**src/rtl/rf_rd_arb.sv**
```systemverilog
`default_nettype none
// ============================================================================
//  Module   : rf_rd_arb
//  Purpose  : Two-requester round-robin register-file read arbiter with
//             zero-register shortcut, WAIT timeout and sticky error flag.
//  Revision : 1.0  initial release
// ============================================================================
module rf_rd_arb #(
    parameter int WIDTH        = 32,
    parameter int REG_ADDR_LEN = 5,
    parameter int TIMEOUT      = 15
) (
    input  logic                    clk,
    input  logic                    rst,
    input  logic                    r0_req,
    input  logic [REG_ADDR_LEN-1:0] r0_add,
    output logic [WIDTH-1:0]        r0_data,
    output logic                    r0_done,
    input  logic                    r1_req,
    input  logic [REG_ADDR_LEN-1:0] r1_add,
    output logic [WIDTH-1:0]        r1_data,
    output logic                    r1_done,
    output logic [REG_ADDR_LEN-1:0] rf_add,
    output logic                    rf_en,
    input  logic [WIDTH-1:0]        rf_data,
    input  logic                    rf_st,
    output logic                    busy,
    output logic                    err
);

    typedef enum logic [1:0] {
        S_IDLE = 2'd0,
        S_WAIT = 2'd1,
        S_RESP = 2'd2
    } state_t;

    localparam logic [7:0] C_CNT_LAST = 8'(TIMEOUT - 1);

    state_t                  r_state, w_state_nxt;
    logic                    r_ptr, w_ptr_nxt;
    logic                    r_gnt, w_gnt_nxt;
    logic [REG_ADDR_LEN-1:0] r_addr, w_addr_nxt;
    logic [7:0]              r_cnt, w_cnt_nxt;

    logic [REG_ADDR_LEN-1:0] w_rf_add_nxt;
    logic                    w_rf_en_nxt;
    logic [WIDTH-1:0]        w_r0_data_nxt, w_r1_data_nxt;
    logic                    w_r0_done_nxt, w_r1_done_nxt;
    logic                    w_err_nxt;
    logic                    w_sel;
    logic                    w_resp;
    logic [WIDTH-1:0]        w_resp_data;

    always_ff @(posedge clk or posedge rst) begin
        if (rst) begin
            r_state <= S_IDLE;
            r_ptr   <= 1'b0;
            r_gnt   <= 1'b0;
            r_addr  <= '0;
            r_cnt   <= '0;
            rf_add  <= '0;
            rf_en   <= 1'b0;
            r0_data <= '0;
            r1_data <= '0;
            r0_done <= 1'b0;
            r1_done <= 1'b0;
            busy    <= 1'b0;
            err     <= 1'b0;
        end else begin
            r_state <= w_state_nxt;
            r_ptr   <= w_ptr_nxt;
            r_gnt   <= w_gnt_nxt;
            r_addr  <= w_addr_nxt;
            r_cnt   <= w_cnt_nxt;
            rf_add  <= w_rf_add_nxt;
            rf_en   <= w_rf_en_nxt;
            r0_data <= w_r0_data_nxt;
            r1_data <= w_r1_data_nxt;
            r0_done <= w_r0_done_nxt;
            r1_done <= w_r1_done_nxt;
            busy    <= (w_state_nxt != S_IDLE);
            err     <= w_err_nxt;
        end
    end

    always_comb begin
        w_state_nxt   = r_state;
        w_ptr_nxt     = r_ptr;
        w_gnt_nxt     = r_gnt;
        w_addr_nxt    = r_addr;
        w_cnt_nxt     = r_cnt;
        w_rf_add_nxt  = rf_add;
        w_rf_en_nxt   = rf_en;
        w_r0_data_nxt = r0_data;
        w_r1_data_nxt = r1_data;
        w_r0_done_nxt = 1'b0;
        w_r1_done_nxt = 1'b0;
        w_err_nxt     = err;
        w_sel         = 1'b0;
        w_resp        = 1'b0;
        w_resp_data   = '0;

        case (r_state)
            S_IDLE: begin
                if (r0_req || r1_req) begin
                    // Contention goes to the favoured requester; a lone request always wins.
                    w_sel       = (r0_req && r1_req) ? r_ptr : r1_req;
                    w_gnt_nxt   = w_sel;
                    w_ptr_nxt   = ~w_sel;
                    w_addr_nxt  = w_sel ? r1_add : r0_add;
                    w_cnt_nxt   = '0;
                    w_state_nxt = S_WAIT;
                    if (w_addr_nxt != '0) begin
                        w_rf_add_nxt = w_addr_nxt;
                        w_rf_en_nxt  = 1'b1;
                    end
                end
            end
            S_WAIT: begin
                // Register 0 is hard-wired to zero, so it never touches the RF.
                if (r_addr == '0) begin
                    w_resp = 1'b1;
                end else if (rf_st) begin
                    w_resp      = 1'b1;
                    w_resp_data = rf_data;
                end else if (r_cnt == C_CNT_LAST) begin
                    w_resp    = 1'b1;
                    w_err_nxt = 1'b1;
                end else begin
                    w_cnt_nxt = r_cnt + 8'd1;
                end
            end
            S_RESP: begin
                w_state_nxt = S_IDLE;
            end
            default: begin
                w_state_nxt = S_IDLE;
            end
        endcase

        if (w_resp) begin
            w_state_nxt = S_RESP;
            w_rf_en_nxt = 1'b0;
            if (r_gnt) begin
                w_r1_data_nxt = w_resp_data;
                w_r1_done_nxt = 1'b1;
            end else begin
                w_r0_data_nxt = w_resp_data;
                w_r0_done_nxt = 1'b1;
            end
        end
    end

endmodule
`default_nettype wire
```
**config.mk**
```make
export PLATFORM = sky130hd
export DESIGN_NAME = rf_rd_arb
export DESIGN_NICKNAME = d
export VERILOG_FILES = /design/src/rtl/rf_rd_arb.sv
export SDC_FILE = /design/constraint.sdc
export NUM_CORES = 1
export LEC_CHECK = 0
export BUFFER_PORTS_ARGS = -buffer_cell sky130_fd_sc_hd__buf_2
export CAP_MARGIN = 0
export CORE_MARGIN = 2
export CORE_UTILIZATION = 50
export DETAILED_ROUTE_END_ITERATION = 8
export GPL_TIMING_DRIVEN = 0
export PLACE_DENSITY = 0.85
export SLEW_MARGIN = 30
export SYNTH_ARGS = -nofsm -noshare
export SYNTH_HDL_FRONTEND = slang
export SYNTH_SLANG_ARGS = --single-unit
```
**constraint.sdc**
```tcl
create_clock -name clk -period 2.8 [get_ports clk]
set_input_delay 0.28 -clock clk [delete_from_list [all_inputs] [get_ports clk]]
set_output_delay 0.28 -clock clk [all_outputs]
set_load 0.01 [all_outputs]
```
==> qor.txt, run 1 <==
Slowest stage delay, CP: 0.45 ns
IO Count: 121
Switching share of power: 35.29%
Clock sink count: 91
Distinct cells, synth: 31
Sequential power share: 42.8%
Total Routing Usage GR: 21.34%
Max-cap viol count: 0
Area growth syn-to-layout: 27.82%
Setup tns final: 0 ns
Syn Nets: 319
Overall Power: 5066 µW
# resized after CTS: 0
DIE AREA: 7786 µm²
Worst-margin pin slew: 0.8274 ns
CP max FO: 10
Wire per inst: 16.13 µm
Net Sw Power: 1788 µW
P per Cell Area: 1117 nW/µm²
Pin count of the biggest net entering global routing: 61
WL final: 8.131 mm
Slowest CP cell: dfrtp_1
CTS H-Tree Depth: 3
Iter 0 DRT Violations: 123
Dpl hpwl: 5.835 mm
Worst EP required: 3.04 ns
Crit start category: flip-flop
Core Region: 6832 µm²
Synth Cell Area: 3548 µm²
Vias in the first global route: 2604
Status: finished, final reports clean
Static Leakage: 0.002402 µW
Arrival time at the worst endpoint: 2.25 ns
Min-Delay Path Class: primary input to flip-flop
Root Driver: clkbuf_8
PortBufs: 120
# rows: 30
Clock network power share: 19.3%
Drt drc: 0
Crit. End Element: flip-flop
Clk Latency, worst-skew pair: 0.36 ns
Final core occ: 66.39%
Fmax: 0.4964 GHz
Total number of vias: 2713
# setup viols final: 0
Sequential area share after synthesis: 64.17%
GRT overflow: 0
First-pass GRT wire length: 12.83 mm
Comb pwr share: 37.8%
Ant. Diodes: 0
Hold Violations, Final: 0
Ys Warns: 0
Post-route ant nets: 0
Clk pin slew, worst setup/hold paths: 0.09 ns
Antenna violations before repair: 0
Skew final: 0.01202 ns
Maximum VDD drop: 0.0005718 V
WHS Path Cells: 2
Slew headroom: 44.41%
Overall die height: 88.24 µm
Unrepaired setup endpoints after global routing: no
DRT Pass-1 Iters: 4
R2R depth: 6
Clock Tree Buf Depth: 2
Final Net Count: 452
Cell-internal power: 3278 µW
Die Wd: 88.24 µm
Layout cells sized above 1: 37.99%
Worst-path cell chain: nor4_2 > nand3_2 > a31oi_4 > nand2_1 > buf_2 > a22o_1
Crit Path Category: flip-flop to flip-flop
Slew Limit Fails: 0
Num CTS Buffers: 9
Gate count of the mapped netlist: 270
CTS tree: built
Fin crit share: 71.95%
Synth Register Bits: 91
Routability cong.: 0.7692
Post-synthesis average cell area: 13.14 µm²
Initial Util: 51.94%
Via-to-Cell Ratio: 5.383
Final critical-path required period: 2.014 ns
## critical path: cells and delay by family, from the launching register on
kind / cells / cell delay (ns)
buffers and inverters: 1 / 0.23
AO/OA/AOI/OAI: 2 / 0.52
flip-flops: 1 / 0.45
AND/OR/NAND/NOR: 3 / 0.70
## synth_stat cells
cell type | n | share of area (%)
nand2_1 | 8 | 0.85
nor4_2 | 1 | 0.35
or3_1 | 6 | 1.1
nand3_1 | 5 | 0.71
mux2i_1 | 7 | 2.0
nand2b_1 | 3 | 0.53
and3_1 | 2 | 0.35
o311ai_1 | 1 | 0.25
or4_1 | 2 | 0.42
o21ai_0 | 8 | 1.1
o21ai_2 | 1 | 0.25
buf_2 | 10 | 1.4
nor2_1 | 13 | 1.4
and2_0 | 1 | 0.18
a211oi_2 | 1 | 0.35
nand4_1 | 4 | 0.71
a21o_1 | 10 | 2.1
a22o_1 | 64 | 16
o31ai_1 | 1 | 0.21
a21oi_1 | 7 | 0.99
ha_1 | 2 | 0.71
clkbuf_1 | 3 | 0.32
and4_1 | 1 | 0.25
inv_1 | 8 | 0.85
nor3_1 | 3 | 0.42
dfrtp_1 | 91 | 64
a31oi_4 | 1 | 0.60
buf_6 | 3 | 0.95
nor3b_1 | 1 | 0.21
nand3_2 | 1 | 0.28
xor2_1 | 1 | 0.25
## final timing paths
kind | endpoint | start | slack [ns]
min reg2reg | err | err | 0.47
max | r1_data[2] | r_cnt[4] | 0.79
max in group asynchronous | r0_data[4] | rst | 1.78
max reg2reg | r1_data[2] | r_cnt[4] | 0.79
min in group asynchronous | r1_data[24] | rst | 0.43
min | r0_data[13] | rf_data[13] | 0.15
## flip-flops by register name, indices dropped and copies added (netlist names), 2 cells and up
name / flops
rf_add: 5
r_state: 2
r_cnt: 8
r_addr: 5
r1_data: 32
r0_data: 32
## cell type report
cell class	instances	area, µm²
fillers	548	2296
flip-flops and latches	91	2277
multi-input cells	155	1146
repair buffers	122	638.1
clock buffers	10	127.6
well taps	96	120.1
clock inverters	6	96.34
plain buffers	16	95.09
inverters	8	35.03
## cell usage in the layout, fill, tap and decap left out, types with 4 or more instances in the layout
cell type | synthesis | layout
nor2_1 | 13 | 13
a21oi_1 | 7 | 7
a21o_1 | 10 | 10
clkbuf_1 | 3 | 4
a22o_1 | 64 | 64
or3_1 | 6 | 6
clkbuf_8 | 0 | 9
dfrtp_1 | 91 | 91
buf_2 | 10 | 130
nand3_1 | 5 | 5
nand2_1 | 8 | 8
o21ai_0 | 8 | 8
nand4_1 | 4 | 4
inv_1 | 8 | 7
mux2i_1 | 7 | 7
## through the flow
stage	area [µm²]	hold slack [ns]	setup slack (ns)	std cells
floorplan	3548	0.4125	0.1564	270
global placement	4269	0.4369	-0.7124	486
detailed placement	4302	0.2748	0.7977	487
CTS	4536	0.1377	0.7587	504
global route	4536	0.1384	0.5899	504
finish	4536	0.1495	0.7855	504
## power groups by stage
stage                     clock network, µW  logic, µW  registers [µW]
after global routing                   1060       2100            2230
after floorplan                           0        962            2370
after global placement                    0       1870            2160
after CTS                               997       1930            2170
after detailed placement                  0       1920            2190
final                                   980       1920            2170
## repair_timing
action | 4_1_cts | 5_1_grt
hold endpoints to repair | 31 | 0
setup buffers | 0 | 0
hold buffers | 1 | 0
## logic make-up (layout without fill, tap and decap cells)
family	Yosys count	in the layout	synth area share [%]
AND/OR/NAND/NOR	51	51	7.687
AO/OA/AOI/OAI	94	94	21.69
multiplexers	7	7	1.975
buffers and inverters	24	162	3.526
XOR/XNOR	1	1	0.2469
flip-flops	91	91	64.17
adder cells (fa/ha/maj)	2	2	0.7051
## per-layer routing
layer / vias to the layer above / GRT usage [%] / share of wire, %
met3: 8 / 5.504 / 6.8
met4: 0 / 7.025 / 1.3
met1: 1339 / 30.52 / 45
li1: 1275 / - / -
met5: - / 0 / 0
met2: 91 / 32.19 / 47
No activity file was read; power rests on OpenSTA's default activity.
==> run 2, diff against run 1 <==
==> constraint.sdc (replaced) <==
create_clock -name clk -period 1.95 [get_ports clk]
set_input_delay 0.195 -clock clk [delete_from_list [all_inputs] [get_ports clk]]
set_output_delay 0.195 -clock clk [all_outputs]
set_load 0.01 [all_outputs]
==> qor.txt, run 2 (synthesis gave the netlist of run 1 again) <==
Status: finished, final reports clean (unchanged)
Total Routing Usage GR: 22.45% (was 21.34%)
Setup crit end: r0_data[12] (was r1_data[2])
Register area: 2280 µm² (was 2277 µm²)
Drt drc: 0 (unchanged)
Slew headroom: 51.04% (was 44.41%)
Crit start category: flip-flop (unchanged)
Via-to-Cell Ratio: 5.673 (was 5.383)
Setup tns final: 0 ns (unchanged)
First-pass GRT wire length: 13.33 mm (was 12.83 mm)
Ant. Diodes: 0 (unchanged)
Static Leakage: 0.002442 µW (was 0.002402 µW)
Pin count of the biggest net entering global routing: 26 (was 61)
Vias in the first global route: 2729 (was 2604)
Final Net Count: 455 (was 452)
Commonest non-fill, non-tap cell in the layout: buf_2 (unchanged)
Root Driver: clkbuf_8 (unchanged)
Unrepaired setup endpoints after global routing: yes (was no)
WP buf/inv: 2 (was 1)
Post-route ant nets: 0 (unchanged)
Max-cap viol count: 0 (unchanged)
Worst-margin pin slew: 0.7230 ns (was 0.8274 ns)
Fin crit share: 96.55% (was 71.95%)
Layout cells sized above 1: 40.15% (was 37.99%)
WL final: 8.416 mm (was 8.131 mm)
Slowest CP cell: dfrtp_1 (unchanged)
Clock Tree Buf Depth: 2 (unchanged)
# rows: 30 (unchanged)
Num CTS Buffers: 9 (unchanged)
WHS Path Cells: 2 (unchanged)
Worst EP required: 2.21 ns (was 3.04 ns)
Slew Limit Fails: 0 (unchanged)
CTS H-Tree Depth: 3 (unchanged)
Final critical-path required period: 1.883 ns (was 2.014 ns)
Min-Delay Path Class: primary input to flip-flop (unchanged)
Core Region: 6832 µm² (unchanged)
# setup viols final: 0 (unchanged)
Die Wd: 88.24 µm (unchanged)
Commonest cells after routing, fill and taps aside: 123 x buf_2, 89 x dfrtp_1, 64 x a22o_1, 12 x nor2_1 (was 130 x buf_2, 91 x dfrtp_1, 64 x a22o_1, 13 x nor2_1, 10 x a21o_1)
Worst slack at placement: -0.08882 ns (was 0.7977 ns)
Maximum VDD drop: 0.0007364 V (was 0.0005718 V)
Setup crit start: r_cnt[7] (was r_cnt[4])
Clk pin slew, worst setup/hold paths: 0.09 ns (about the same)
Clock sink count: 91 (unchanged)
Skew final: 0.009032 ns (was 0.01202 ns)
PnR worst setup slack: 0.06728 ns (was 0.7855 ns)
Crit Path Category: flip-flop to flip-flop (unchanged)
Wire per inst: 16.60 µm (was 16.13 µm)
Iter 0 DRT Violations: 116 (was 123)
Arrival time at the worst endpoint: 2.14 ns (was 2.25 ns)
Hold Violations, Final: 0 (unchanged)
Initial Util: 51.94% (unchanged)
Total number of vias: 2876 (was 2713)
CP delay by family, top: simple AND/OR/NAND/NOR gates (unchanged)
DRT Pass-1 Iters: 7 (was 4)
Reg-to-reg endpoint: r0_data[12] (was r1_data[2])
Hold slack: 0.05509 ns (was 0.1495 ns)
Area used by multi-input combinational logic: 1169 µm² (was 1146 µm²)
Overall die height: 88.24 µm (unchanged)
Antenna violations before repair: 0 (unchanged)
R2R depth: 7 (was 6)
Worst reg2reg path startpoint: r_cnt[7] (was r_cnt[4])
Clk Latency, worst-skew pair: 0.36 ns (about the same)
R2r setup slk: 0.07 ns (was 0.79 ns)
CTS tree: built (unchanged)
Largest regs: r0_data: 32 flops, r1_data: 32 flops, r_cnt: 8 flops (unchanged)
IO Count: 121 (unchanged)
Final core occ: 67.89% (was 66.39%)
Crit. End Element: flip-flop (unchanged)
Crit path depth: 7 (was 6)
Dpl hpwl: 6.082 mm (was 5.835 mm)
PortBufs: 120 (unchanged)
P per Cell Area: 1578 nW/µm² (was 1117 nW/µm²)
GRT overflow: 0 (unchanged)
Worst-path cell chain: nor4_4 > nand3_2 > a31oi_4 > nand2b_1 > buf_6 > buf_8 > a22o_1 (was nor4_2 > nand3_2 > a31oi_4 > nand2_1 > buf_2 > a22o_1)
Slowest stage delay, CP: 0.43 ns (was 0.45 ns)
CP max FO: 10 (unchanged)
Fmax: 0.5311 GHz (was 0.4964 GHz)
Placed Cells: 489 (was 487)
DIE AREA: 7786 µm² (unchanged)
Area growth syn-to-layout: 30.71% (was 27.82%)
Routability cong.: 0.7722 (was 0.7692)
Non-filler cells, final: 507 (was 504)
Filler Cell Count: 512 (was 548)
==> run 2: layout make-up <==
type / count / share of cell area (%)
multi-input cells: 155 / 25.20
clock inverters: 6 / 1.511
inverters: 8 / 0.7284
repair buffers: 125 / 15.11
plain buffers: 16 / 2.752
clock buffers: 10 / 2.967
flip-flops and latches: 91 / 49.15
well taps: 96 / 2.590
==> run 2: through the flow <==
stage / area, µm² / total power, µW
after floorplan: 3552 / 4783
after global placement: 4273 / 5794
after detailed placement: 4355 / 5926
after CTS: 4591 / 7275
after global routing: 4638 / 7793
final: 4638 / 7320
==> run 2: how the worst min path moves through the flow <==
stage,from,to,slack [ns]
2_1_floorplan,rf_data[0],r0_data[0],0.33
3_3_place_gp,rf_data[26],r1_data[26],0.42
3_5_place_dp,rst,r0_data[16],0.27
4_1_cts,rf_data[15],r1_data[15],0.05
5_1_grt,rf_data[26],r1_data[26],0.04
6_report,rf_data[22],r0_data[22],0.06
==> run 2: repair_timing <==
| action | 4_1_cts | 5_1_grt |
|---|---|---|
| hold endpoints to repair | 20 | 0 |
| buffers inserted | 0 | 1 |
| pin swaps | 1 | 10 |
| hold buffers | 1 | 0 |
| setup endpoints to repair | 63 | 61 |
| resized for setup | 4 | 18 |
==> run 2: layer usage <==
metal	GRT usage, %	share of wire (%)	vias to the layer above
met5	0	0	-
met4	6.061	0.70	0
met3	7.743	7.3	8
met2	36.09	50	108
met1	29.39	42	1477
li1	-	-	1283
==> run 2: report_power, final <==
group / internal (µW) / switching [µW]
registers: 2660 / 464
logic: 1390 / 1480
clock network: 639 / 684
==> run 2: worst reg2reg max path, cell delays in order, from the launching register on <==
cell	delay, ns
dfrtp_1	0.43
nor4_4	0.33
nand3_2	0.16
a31oi_4	0.24
nand2b_1	0.09
buf_6	0.14
buf_8	0.14
a22o_1	0.24
==> run 3, diff against run 2 <==
==> constraint.sdc (replaced) <==
create_clock -name clk -period 2 [get_ports clk]
set_input_delay 0.2 -clock clk [delete_from_list [all_inputs] [get_ports clk]]
set_output_delay 0.2 -clock clk [all_outputs]
set_load 0.01 [all_outputs]
==> qor.txt, run 3 (synthesis gave the netlist of run 1 again) <==
Status: finished, final reports clean (unchanged)
Min-Delay Path Class: primary input to flip-flop (unchanged)
First-pass GRT wire length: 13.36 mm (was 13.33 mm)
CTS H-Tree Depth: 3 (unchanged)
Non-filler cells, final: 506 (was 507)
Arrival time at the worst endpoint: 2.15 ns (was 2.14 ns)
Post-route cell area: 4602 µm² (was 4638 µm²)
Hold slack: 0.06633 ns (was 0.05509 ns)
Num CTS Buffers: 9 (unchanged)
Dpl hpwl: 6.082 mm (unchanged)
Commonest non-fill, non-tap cell in the layout: buf_2 (unchanged)
Max-cap viol count: 0 (unchanged)
Worst slack at placement: -0.03882 ns (was -0.08882 ns)
Placed Cells: 489 (unchanged)
Filler Cell Count: 518 (was 512)
Unrepaired setup endpoints after global routing: no (was yes)
Final Net Count: 454 (was 455)
WL final: 8.339 mm (was 8.416 mm)
Final critical-path required period: 1.902 ns (was 1.883 ns)
Commonest cells after routing, fill and taps aside: 127 x buf_2, 89 x dfrtp_1, 64 x a22o_1, 12 x nor2_1 (was 123 x buf_2, 89 x dfrtp_1, 64 x a22o_1, 12 x nor2_1)
Hold Violations, Final: 0 (unchanged)
Post-route ant nets: 0 (unchanged)
Drt drc: 0 (unchanged)
Initial Util: 51.94% (unchanged)
DIE AREA: 7786 µm² (unchanged)
Root Driver: clkbuf_8 (unchanged)
Static Leakage: 0.002426 µW (was 0.002442 µW)
Fmax: 0.5257 GHz (was 0.5311 GHz)
Area growth syn-to-layout: 29.69% (was 30.71%)
Slowest CP cell: dfrtp_2 (was dfrtp_1)
Worst-margin pin slew: 0.7335 ns (was 0.7230 ns)
Clock Tree Buf Depth: 2 (unchanged)
Maximum VDD drop: 0.0007137 V (was 0.0007364 V)
# setup viols final: 0 (unchanged)
Worst-path cell chain: nor4_4 > nand3_2 > a31oi_4 > nand2b_1 > buf_2 > buf_6 > a22o_1 (was nor4_4 > nand3_2 > a31oi_4 > nand2b_1 > buf_6 > buf_8 > a22o_1)
Routability cong.: 0.7722 (unchanged)
P per Cell Area: 1533 nW/µm² (was 1578 nW/µm²)
PortBufs: 120 (unchanged)
Largest regs: r0_data: 32 flops, r1_data: 32 flops, r_cnt: 8 flops (unchanged)
Placed instance area: 4355 µm² (unchanged)
Slew Limit Fails: 0 (unchanged)
CTS tree: built (unchanged)
Skew final: 0.008527 ns (was 0.009032 ns)
Core Region: 6832 µm² (unchanged)
Total number of vias: 2851 (was 2876)
CP max FO: 10 (unchanged)
Antenna violations before repair: 0 (unchanged)
Clock sink count: 91 (unchanged)
Slowest stage delay, CP: 0.46 ns (was 0.43 ns)
Layout cells sized above 1: 39.76% (was 40.15%)
Crit Path Category: flip-flop to flip-flop (unchanged)
Total Routing Usage GR: 22.49% (was 22.45%)
Wire per inst: 16.48 µm (was 16.60 µm)
GRT overflow: 0 (unchanged)
Pin count of the biggest net entering global routing: 26 (unchanged)
Slew headroom: 50.33% (was 51.04%)
Crit start category: flip-flop (unchanged)
CP delay by family, top: simple AND/OR/NAND/NOR gates (unchanged)
Iter 0 DRT Violations: 98 (was 116)
Via-to-Cell Ratio: 5.634 (was 5.673)
Final core occ: 67.36% (was 67.89%)
Clk pin slew, worst setup/hold paths: 0.09 ns (about the same)
Clk Latency, worst-skew pair: 0.36 ns (about the same)
Ant. Diodes: 0 (unchanged)
Die Wd: 88.24 µm (unchanged)
Crit. End Element: flip-flop (unchanged)
PnR worst setup slack: 0.09794 ns (was 0.06728 ns)
WP buf/inv: 2 (unchanged)
Vias in the first global route: 2726 (was 2729)
Worst EP required: 2.25 ns (was 2.21 ns)
Fin crit share: 95.10% (was 96.55%)
DRT Pass-1 Iters: 4 (was 7)
IO Count: 121 (unchanged)
# rows: 30 (unchanged)
Overall die height: 88.24 µm (unchanged)
-- run 3: changes by cell type in the layout (fill, tap and decap cells not counted), sizes merged --
cell and delta:
buf -1
-- run 3: cell type report --
class	count	area, µm²	share of cell area, %
multi-input cells	155	1165	25.31
plain buffers	16	102.6	2.229
clock buffers	10	137.6	2.991
well taps	96	120.1	2.610
inverters	8	33.78	0.7341
repair buffers	124	693.2	15.06
flip-flops and latches	91	2280	49.54
clock inverters	6	70.07	1.523
-- run 3: path summary, 6_finish.rpt --
path	end	slack [ns]	cells after the start	from
setup reg to reg	r0_data[12]	0.1	7	r_cnt[4]
hold reg to reg	err	0.47	1	err
max in group asynchronous	rf_add[3]	0.89	5	rst
hold / removal	r0_data[22]	0.07	2	rf_data[22]
min in group asynchronous	r0_done	0.43	3	rst
setup / recovery	r0_data[12]	0.1	7	r_cnt[4]
-- run 3: metal layers --
metal  track usage, %  up-vias  wire length (µm)  share of wire, %
met5                0        -                 0                 0
met4            6.061        0                70              0.84
met3            7.743        6               559               6.7
met2            36.09      101              4192                50
met1            29.51     1461              3516                42
li1                 -     1283                 -                 -
-- run 3: what timing repair did --
item	CTS	global route
gates resized for setup	3	6
setup buffers	0	0
pin swaps	0	1
endpoints found under the hold margin	20	0
endpoints found under the setup margin	44	61
hold buffers	1	0
-- run 3: worst register-to-register path: stages (launching register included) --
cell and delay (ns):
dfrtp_2 0.46, nor4_4 0.31, nand3_2 0.16, a31oi_4 0.22
nand2b_1 0.07, buf_2 0.17, buf_6 0.15, a22o_1 0.24
-- run 3: through the flow --
step           power, µW  setup TNS [ns]
4_1_cts             7093               0
3_3_place_gp        5650               0
2_1_floorplan       4663               0
5_1_grt             7525               0
3_5_place_dp        5778         -0.5600
6_report            7054               0
-- run 3: power breakdown --
part | switching [µW] | leakage (µW) | internal (µW) | total [µW]
Combinational | 1420 | 0.00116 | 1300 | 2720
Clock | 662 | 0.000107 | 623 | 1290
Sequential | 452 | 0.00116 | 2590 | 3050
